$ cat src/rtl/ex_hazard_controller.sv
// EX-stage hazard controller for a 5-stage MIPS pipeline: tracks EX/MEM/WB destinations,
// registers operand forwarding selects, stalls on load-use and sequences the branch flush window.
module ex_hazard_controller #(
    parameter int NB_ADDR      = 5,
    parameter int NB_FWD_SEL   = 2,
    parameter int FLUSH_CYCLES = 2
) (
    input  logic                  i_clock,
    input  logic                  i_reset,
    input  logic                  i_id_valid,
    input  logic [NB_ADDR-1:0]    i_id_rs,
    input  logic [NB_ADDR-1:0]    i_id_rt,
    input  logic                  i_id_uses_rs,
    input  logic                  i_id_uses_rt,
    input  logic [NB_ADDR-1:0]    i_id_dest,
    input  logic                  i_id_reg_write,
    input  logic                  i_id_mem_read,
    input  logic                  i_ex_branch_taken,
    output logic [NB_FWD_SEL-1:0] o_fwd_rs_sel,
    output logic [NB_FWD_SEL-1:0] o_fwd_rt_sel,
    output logic                  o_stall,
    output logic                  o_flush,
    output logic                  o_ex_valid
);

    typedef enum logic {ST_RUN, ST_FLUSH} state_t;

    localparam logic [NB_FWD_SEL-1:0] SEL_RF    = '0;
    localparam logic [NB_FWD_SEL-1:0] SEL_EXMEM = NB_FWD_SEL'(1);
    localparam logic [NB_FWD_SEL-1:0] SEL_MEMWB = NB_FWD_SEL'(2);
    localparam logic [2:0]            FLUSH_LOAD = 3'(FLUSH_CYCLES - 1);

    state_t                r_state;
    logic [2:0]            r_flush_cnt;

    logic                  r_ex_valid, r_ex_reg_write, r_ex_mem_read;
    logic [NB_ADDR-1:0]    r_ex_dest;
    logic                  r_mem_valid, r_mem_reg_write, r_mem_mem_read;
    logic [NB_ADDR-1:0]    r_mem_dest;
    logic                  r_wb_valid, r_wb_reg_write, r_wb_mem_read;
    logic [NB_ADDR-1:0]    r_wb_dest;

    logic [NB_FWD_SEL-1:0] r_fwd_rs_sel, r_fwd_rt_sel;

    logic w_rs_ex, w_rt_ex, w_rs_mem, w_rt_mem;
    logic w_load_use, w_flush, w_stall, w_accept;
    logic w_unused_wb;

    // Register 0 is hard-wired, so a write to it never produces a forwardable value.
    function automatic logic hit(input logic uses, input logic [NB_ADDR-1:0] src,
                                 input logic stg_valid, input logic stg_reg_write,
                                 input logic [NB_ADDR-1:0] stg_dest);
        return uses & stg_valid & stg_reg_write & (stg_dest != '0) & (src == stg_dest);
    endfunction

    // The younger producer (currently in EX) holds the newest value, so it wins.
    function automatic logic [NB_FWD_SEL-1:0] fwd_sel(input logic hit_ex, input logic hit_mem);
        if (hit_ex)
            return SEL_EXMEM;
        else if (hit_mem)
            return SEL_MEMWB;
        else
            return SEL_RF;
    endfunction

    always_comb begin
        w_rs_ex    = hit(i_id_uses_rs, i_id_rs, r_ex_valid, r_ex_reg_write, r_ex_dest);
        w_rt_ex    = hit(i_id_uses_rt, i_id_rt, r_ex_valid, r_ex_reg_write, r_ex_dest);
        w_rs_mem   = hit(i_id_uses_rs, i_id_rs, r_mem_valid, r_mem_reg_write, r_mem_dest);
        w_rt_mem   = hit(i_id_uses_rt, i_id_rt, r_mem_valid, r_mem_reg_write, r_mem_dest);
        w_load_use = r_ex_mem_read & (w_rs_ex | w_rt_ex) & i_id_valid;
        w_flush    = (r_state == ST_FLUSH) |
                     ((r_state == ST_RUN) & i_ex_branch_taken & r_ex_valid);
        w_stall    = (r_state == ST_RUN) & w_load_use & ~w_flush;
        w_accept   = i_id_valid & ~w_stall & ~w_flush;
    end

    // WB tracker is kept for pipeline visibility; forwarding only needs EX and MEM.
    assign w_unused_wb = ^{r_wb_valid, r_wb_reg_write, r_wb_mem_read, r_wb_dest};

    always_ff @(posedge i_clock) begin
        if (i_reset) begin
            r_ex_valid      <= 1'b0;
            r_ex_reg_write  <= 1'b0;
            r_ex_mem_read   <= 1'b0;
            r_ex_dest       <= '0;
            r_mem_valid     <= 1'b0;
            r_mem_reg_write <= 1'b0;
            r_mem_mem_read  <= 1'b0;
            r_mem_dest      <= '0;
            r_wb_valid      <= 1'b0;
            r_wb_reg_write  <= 1'b0;
            r_wb_mem_read   <= 1'b0;
            r_wb_dest       <= '0;
            r_fwd_rs_sel    <= SEL_RF;
            r_fwd_rt_sel    <= SEL_RF;
        end else begin
            r_mem_valid     <= r_ex_valid;
            r_mem_reg_write <= r_ex_reg_write;
            r_mem_mem_read  <= r_ex_mem_read;
            r_mem_dest      <= r_ex_dest;
            r_wb_valid      <= r_mem_valid;
            r_wb_reg_write  <= r_mem_reg_write;
            r_wb_mem_read   <= r_mem_mem_read;
            r_wb_dest       <= r_mem_dest;
            if (w_accept) begin
                r_ex_valid     <= 1'b1;
                r_ex_reg_write <= i_id_reg_write;
                r_ex_mem_read  <= i_id_mem_read;
                r_ex_dest      <= i_id_dest;
                r_fwd_rs_sel   <= fwd_sel(w_rs_ex, w_rs_mem);
                r_fwd_rt_sel   <= fwd_sel(w_rt_ex, w_rt_mem);
            end else begin
                r_ex_valid     <= 1'b0;
                r_ex_reg_write <= 1'b0;
                r_ex_mem_read  <= 1'b0;
                r_ex_dest      <= '0;
                r_fwd_rs_sel   <= SEL_RF;
                r_fwd_rt_sel   <= SEL_RF;
            end
        end
    end

    // The first flush cycle is raised combinationally in RUN; FLUSH covers the remainder.
    always_ff @(posedge i_clock) begin
        if (i_reset) begin
            r_state     <= ST_RUN;
            r_flush_cnt <= 3'd0;
        end else if (r_state == ST_RUN) begin
            if (w_flush && (FLUSH_CYCLES > 1)) begin
                r_state     <= ST_FLUSH;
                r_flush_cnt <= FLUSH_LOAD;
            end
        end else begin
            if (r_flush_cnt <= 3'd1) begin
                r_state     <= ST_RUN;
                r_flush_cnt <= 3'd0;
            end else begin
                r_flush_cnt <= r_flush_cnt - 3'd1;
            end
        end
    end

    assign o_fwd_rs_sel = r_fwd_rs_sel;
    assign o_fwd_rt_sel = r_fwd_rt_sel;
    assign o_stall      = w_stall;
    assign o_flush      = w_flush;
    assign o_ex_valid   = r_ex_valid;

endmodule

$ cat config.mk
export PLATFORM = sky130hd
export DESIGN_NAME = ex_hazard_controller
export DESIGN_NICKNAME = d
export VERILOG_FILES = /design/src/rtl/ex_hazard_controller.sv
export SDC_FILE = /design/constraint.sdc
export NUM_CORES = 1
export LEC_CHECK = 0
export ABC_CLOCK_PERIOD_IN_PS = 3200
export CORE_AREA = 2 2 49 51
export CTS_CLUSTER_DIAMETER = 40
export DETAILED_ROUTE_END_ITERATION = 10
export DIE_AREA = 0 0 51 53
export PLACE_DENSITY = 0.8
export SLEW_MARGIN = 10
export SYNTH_ARGS = -nofsm -noshare
export SYNTH_HDL_FRONTEND = slang
export SYNTH_SLANG_ARGS = --single-unit
$ cat constraint.sdc
create_clock -name i_clock -period 3.2 [get_ports i_clock]
set_clock_uncertainty 0.05 [all_clocks]
set_input_delay 0.32 -clock i_clock [delete_from_list [all_inputs] [get_ports i_clock]]
set_output_delay 0.32 -clock i_clock [all_outputs]
set_load 0.01 [all_outputs]
==> results of run 1 <==
state kept, by name (all words and copies together), names as in the netlist:
name,flops
o_fwd_rs_sel,2
o_fwd_rt_sel,2
r_mem_reg_write,1
r_ex_mem_read,1
r_flush_cnt,3
r_ex_dest,5
r_state,1
r_mem_dest,5
r_mem_valid,1
o_ex_valid,1
r_ex_reg_write,1
cells in the mapped netlist (all sizes together):
cell type	count
and3	2
clkbuf	2
o21ai	1
nor4	2
nor2b	8
o22ai	1
or2	1
a211oi	1
o2111ai	1
a21boi	1
xnor2	12
nor2	3
and4	1
ha	2
nor3	2
a21oi	9
nand2	10
a2111oi	2
a221oi	1
nor3b	1
dfxtp	23
or4	2
a32oi	1
nand3	2
inv	5
nand4b	1
o21ba	1
nand4	2
o211ai	1
xor2	8
worst max-delay path, delay by kind of cell (launching register included):
family	cells	cell delay, ns
buf+inv	1	0.47
compound gates	1	0.19
flops	1	0.40
simple gates	3	0.94
cells by family after synthesis:
group           Yosys count  synth area share (%)
compound gates           20                  13.7
xor+xnor                 20                  16.9
fa+ha+maj                 2                  2.42
buf+inv                   7                  2.54
flops                    23                  44.5
simple gates             37                  20.0
worst paths after layout:
path                 start              end  slack (ns)  depth (start not counted)
max reg2reg     o_ex_valid  o_fwd_rs_sel[1]        1.37                          6
max           r_ex_dest[1]          o_stall        0.54                          5
min          r_ex_mem_read  o_fwd_rt_sel[1]        0.45                          1
min reg2reg  r_ex_mem_read  o_fwd_rt_sel[1]        0.45                          1
metrics by stage:
step	setup WS, ns	area (µm²)
2_1_floorplan	1.43	1030
3_3_place_gp	0.650	1370
3_5_place_dp	0.620	1370
4_1_cts	0.524	1400
5_1_grt	0.457	1400
6_report	0.535	1400
power groups by stage:
| stage | sequential [µW] | combinational [µW] | clock (µW) |
|---|---|---|---|
| 3_5_place_dp | 313 | 89.8 | 0 |
| 6_report | 307 | 90.1 | 134 |
| 5_1_grt | 308 | 99.0 | 147 |
| 3_3_place_gp | 313 | 86.8 | 0 |
| 4_1_cts | 307 | 90.5 | 134 |
| 2_1_floorplan | 310 | 45.7 | 0 |
layer usage:
layer | vias to the layer above | GRT usage, % | share of wire (%)
li1 | 445 | - | -
met1 | 401 | 21.4 | 45
met2 | 26 | 35.1 | 51
met3 | 2 | 2.26 | 3.4
met4 | 0 | 5.86 | 0.73
met5 | - | 0 | 0
final cells by class:
class / count / area (µm²)
Fill cell: 183 / 751
Multi-Input combinational cell: 79 / 548
Sequential cell: 23 / 460
Timing Repair Buffer: 31 / 305
Tap cell: 28 / 35.0
Clock buffer: 3 / 22.5
Inverter: 5 / 18.8
Clock inverter: 1 / 7.51
==> results_dict.tcl, run 1 <==
set metrics [dict create \
    cts.sinks 23 \
    ys_types 33 \
    wire_per_inst_um 13.7 \
    peakVddDrop_v 0.000283 \
    fin_util_pct 65.1 \
    start_util_pct 48.2 \
    worstPathArrival_ns 2.29 \
    drt_iter0_markers 17 \
    setup.worst_path.class "reg2out" \
    synth_top_area_share_pct 44.5 \
    h-tree-depth 1 \
    synth_area_leader_cell "dfxtp_1" \
    drv_cap 0 \
    syn_avg_cell_area_um2 9.49 \
    syn_nets 134 \
    status "finished, final reports clean" \
    fmaxAchievable_mhz 375 \
    root_buffer "clkbuf_4" \
    cts_made_buffers 3 \
    core_area_um2 2150 \
    synth_area_um2 1030 \
    place_inst 166 \
    netSwitchingFraction_pct 25.1 \
    cts_hold_buffers 0 \
    synth_seq_area_share_pct 44.5 \
    worstMarginPinSlew_ns 0.478 \
    grt_pass1_wl_um 3700 \
    clkSlewWorstSetupHoldPaths_ns 0.12 \
    cp-start-kind "register" \
    die_w_um 51 \
    critical_path.max_fanout 9 \
    hold_class "reg2reg" \
    cp_data_required_time_ns 2.83 \
    ant_nets 0 \
    vias 874 \
    grt.total_usage_pct 18.5 \
    synth_area_leaders "dfxtp_1 (44%), xnor2_1 (10%), xor2_1 (6.8%)" \
    power_frac_comb_pct 17.0 \
    post_cts_buffers 0 \
    power_density_nw_per_um2 380 \
    holdWs_ns 0.448 \
    drv_slew 0 \
    synth-seq-cells 23 \
    internal_power_uw 398 \
    io_buffer_count 29 \
    power_frac_seq_pct 57.7 \
    antenna_found_initial 0 \
    gp_congestion 0.799 \
    tns_ns 0 \
    cts.path.max_buffers 2 \
    rows 17 \
    worstPathCellList "or4_4, o211ai_2, nor2_1, and4_1, clkdlybuf4s50_1" \
    dr.pass1.iters 4 \
    power_switching_uw 133 \
    stdcell_count 170 \
    dp_hpwl_um 1860 \
    vias_per_cell 5.14 \
    cts_resized 0 \
    final_common_cell "clkdlybuf4s50_1" \
    grt_pass1_vias 872 \
    drt_wl_total_um 2330 \
    fp.dieH_um 53 \
    rsz0062_at_grt "no" \
    drive_above_1_share_pct 8.45 \
    dieArea_um2 2700 \
    io_pins 30 \
    insertedDiodeCount 0 \
    slew_headroom_pct 68.0 \
    clk_latency_ns 0.31 \
    tritoncts "done" \
    hold_viol 0 \
    p_total_uw 531 \
    pwr-share-clk_pct 25.3 \
    drc 0 \
    final_nets 168 \
    end_kind "output pin" \
    yosysWarnings 0 \
    cpMaxStageDelayCell "or4_4" \
    layout_worst_path_cycle_share_pct 83.3 \
    setup_viol 0 \
    synthCells 109 \
    grt_max_degree 15 \
    period_minus_slack_ns 2.66 \
    cp_slowest_stage_delay_ns 0.55 \
    p_leak_uw 0.000515 \
    final_cell_mix "clkdlybuf4s50_1 (29), dfxtp_1 (23), xnor2_1 (12)" \
    area_growth_pct 35.1 \
    grt.overflow.total 0 \
]
Power figures use the tool's default switching activity.
==> inputs of run 2 (changes only) <==
Settings changed: ABC_CLOCK_PERIOD_IN_PS 3200 to 2200, CORE_AREA 2 2 49 51 to 2 2 54 56, DIE_AREA 0 0 51 53 to 0 0 56 58, PLACE_DENSITY 0.8 to 0.69.
Clock period 3.2 ns to 2.2 ns, I/O delays scaled along.
==> results_dict.tcl, run 2 (synthesized netlist as in run 1, its figures left out) <==
set metrics [dict create \
    grt_pass1_wl_um 3880 \
    insertedDiodeCount 0 \
    clkSlewWorstSetupHoldPaths_ns 0.12 \
    dieArea_um2 3250 \
    p_leak_uw 0.000586 \
    power_frac_seq_pct 56.4 \
    netSwitchingFraction_pct 25.0 \
    ant_nets 0 \
    area_growth_pct 44.6 \
    drt_wl_total_um 2380 \
    wire_per_inst_um 12.8 \
    gp_congestion 0.824 \
    holdWs_ns 0.352 \
    drt_iter0_markers 5 \
    peakVddDrop_v 0.000401 \
    period_minus_slack_ns 2.06 \
    cp_data_required_time_ns 1.93 \
    antenna_found_initial 0 \
    grt_max_degree 14 \
    fp.dieH_um 58 \
    io_buffer_count 29 \
    status "finished, final reports clean" \
    rows 19 \
    cpMaxStageDelayCell "or4_4" \
    rsz0062_at_grt "no" \
    dr.pass1.iters 3 \
    hold_class "in2reg" \
    core_area_um2 2660 \
    final_common_cell "clkdlybuf4s50_1" \
    start_util_pct 38.9 \
    grt.overflow.total 0 \
    slew_headroom_pct 70.8 \
    cp_slowest_stage_delay_ns 0.51 \
    p_total_uw 786 \
    cp_num_buf_inv 1 \
    drv_slew 0 \
    dp_hpwl_um 1930 \
    worstPathCellList "or4_4, o211ai_2, nor2_1, and4_1, clkbuf_2" \
    end_kind "output pin" \
    power_switching_uw 197 \
    setup_viol 0 \
    top_regs "r_ex_dest (5), r_mem_dest (5), r_flush_cnt (3)" \
    hold_viol 0 \
    vias 922 \
    tritoncts "done" \
    fmaxAchievable_mhz 486 \
    layout_worst_path_cycle_share_pct 93.6 \
    vias_per_cell 4.96 \
    drive_above_1_share_pct 18.1 \
    final_nets 181 \
    grt.total_usage_pct 15.5 \
    cp-start-kind "register" \
    path_delay_family "simple AND/OR/NAND/NOR gates" \
    power_frac_comb_pct 18.9 \
    critical_path.max_fanout 3 \
    cts_hold_buffers 0 \
    root_buffer "clkbuf_4" \
    h-tree-depth 1 \
    worstPathArrival_ns 1.79 \
    pwr-share-clk_pct 24.6 \
    power_density_nw_per_um2 525 \
    io_pins 30 \
    setup.worst_path.class "reg2out" \
    drv_cap 0 \
    cts.sinks 23 \
    stdcell_count 186 \
    cts_made_buffers 3 \
    clk_latency_ns 0.32 \
    place_inst 180 \
    grt_pass1_vias 951 \
    die_w_um 56 \
    drc 0 \
    final_cell_mix "clkdlybuf4s50_1 (28), dfxtp_1 (21), buf_4 (15)" \
    worstMarginPinSlew_ns 0.428 \
    cts.path.max_buffers 2 \
    internal_power_uw 589 \
]
-- run 2: cell count changes in the layout (fill, tap and decap cells not counted), sizes merged --
cell and delta:
clkbuf +1, clkinvlp -1, buf +13, clkdlybuf4s50 -1
clkinv +1
-- run 2: tightest hold or removal path: stages --
cell and delay [ns]:
clkdlybuf4s50_1 0.39, nand2_1 0.05, a21oi_1 0.03
-- run 2: power groups by stage --
stage          clock network [µW]  logic [µW]  registers (µW)
2_1_floorplan                   0        66.4             451
3_3_place_gp                    0         142             453
3_5_place_dp                    0         146             454
4_1_cts                       196         147             444
5_1_grt                       213         162             445
6_report                      194         149             443
-- run 2: final cells by class --
| cell class | instances | area, µm² |
|---|---|---|
| timing repair buffer | 44 | 398 |
| fill | 254 | 1170 |
| inverter | 5 | 18.8 |
| tap | 31 | 38.8 |
| clock inverter | 1 | 5.00 |
| clock buffer | 3 | 22.5 |
| multi-input combinational | 79 | 548 |
| sequential | 23 | 465 |
-- run 2: layer usage --
layer | wire, µm | track usage (%)
met5 | 0 | 0
met3 | 134 | 4.02
met2 | 1170 | 27.1
met4 | 52 | 8.16
met1 | 1020 | 17.6
-- run 2: worst paths after layout --
path             startpoint         endpoint  slack, ns  cells past startpoint
min reg2reg  r_ex_reg_write  r_mem_reg_write       0.44                      1
max            r_ex_dest[2]          o_stall       0.14                      5
min            i_id_dest[2]     r_ex_dest[2]       0.35                      3
max reg2reg    r_ex_dest[2]  o_fwd_rs_sel[1]       0.30                      5
-- run 2: per-stage QoR --
stage | TNS, ns | setup WS, ns | area [µm²] | utilization, %
CTS | 0 | 0.00167 | 1480 | 55.6
global route | 0 | 0.0706 | 1500 | 56.2
floorplan | 0 | 0.530 | 1030 | -
global placement | -0.0632 | -0.0632 | 1450 | 54.6
detailed placement | -0.0881 | -0.0881 | 1450 | 54.6
finish | 0 | 0.141 | 1500 | 56.2
-- run 2: timing repair --
item	in CTS	in global routing
endpoints found under the setup margin	1	1
hold endpoints to repair	0	0
gates resized for setup	2	4
pin swaps	0	1
setup buffers	0	2
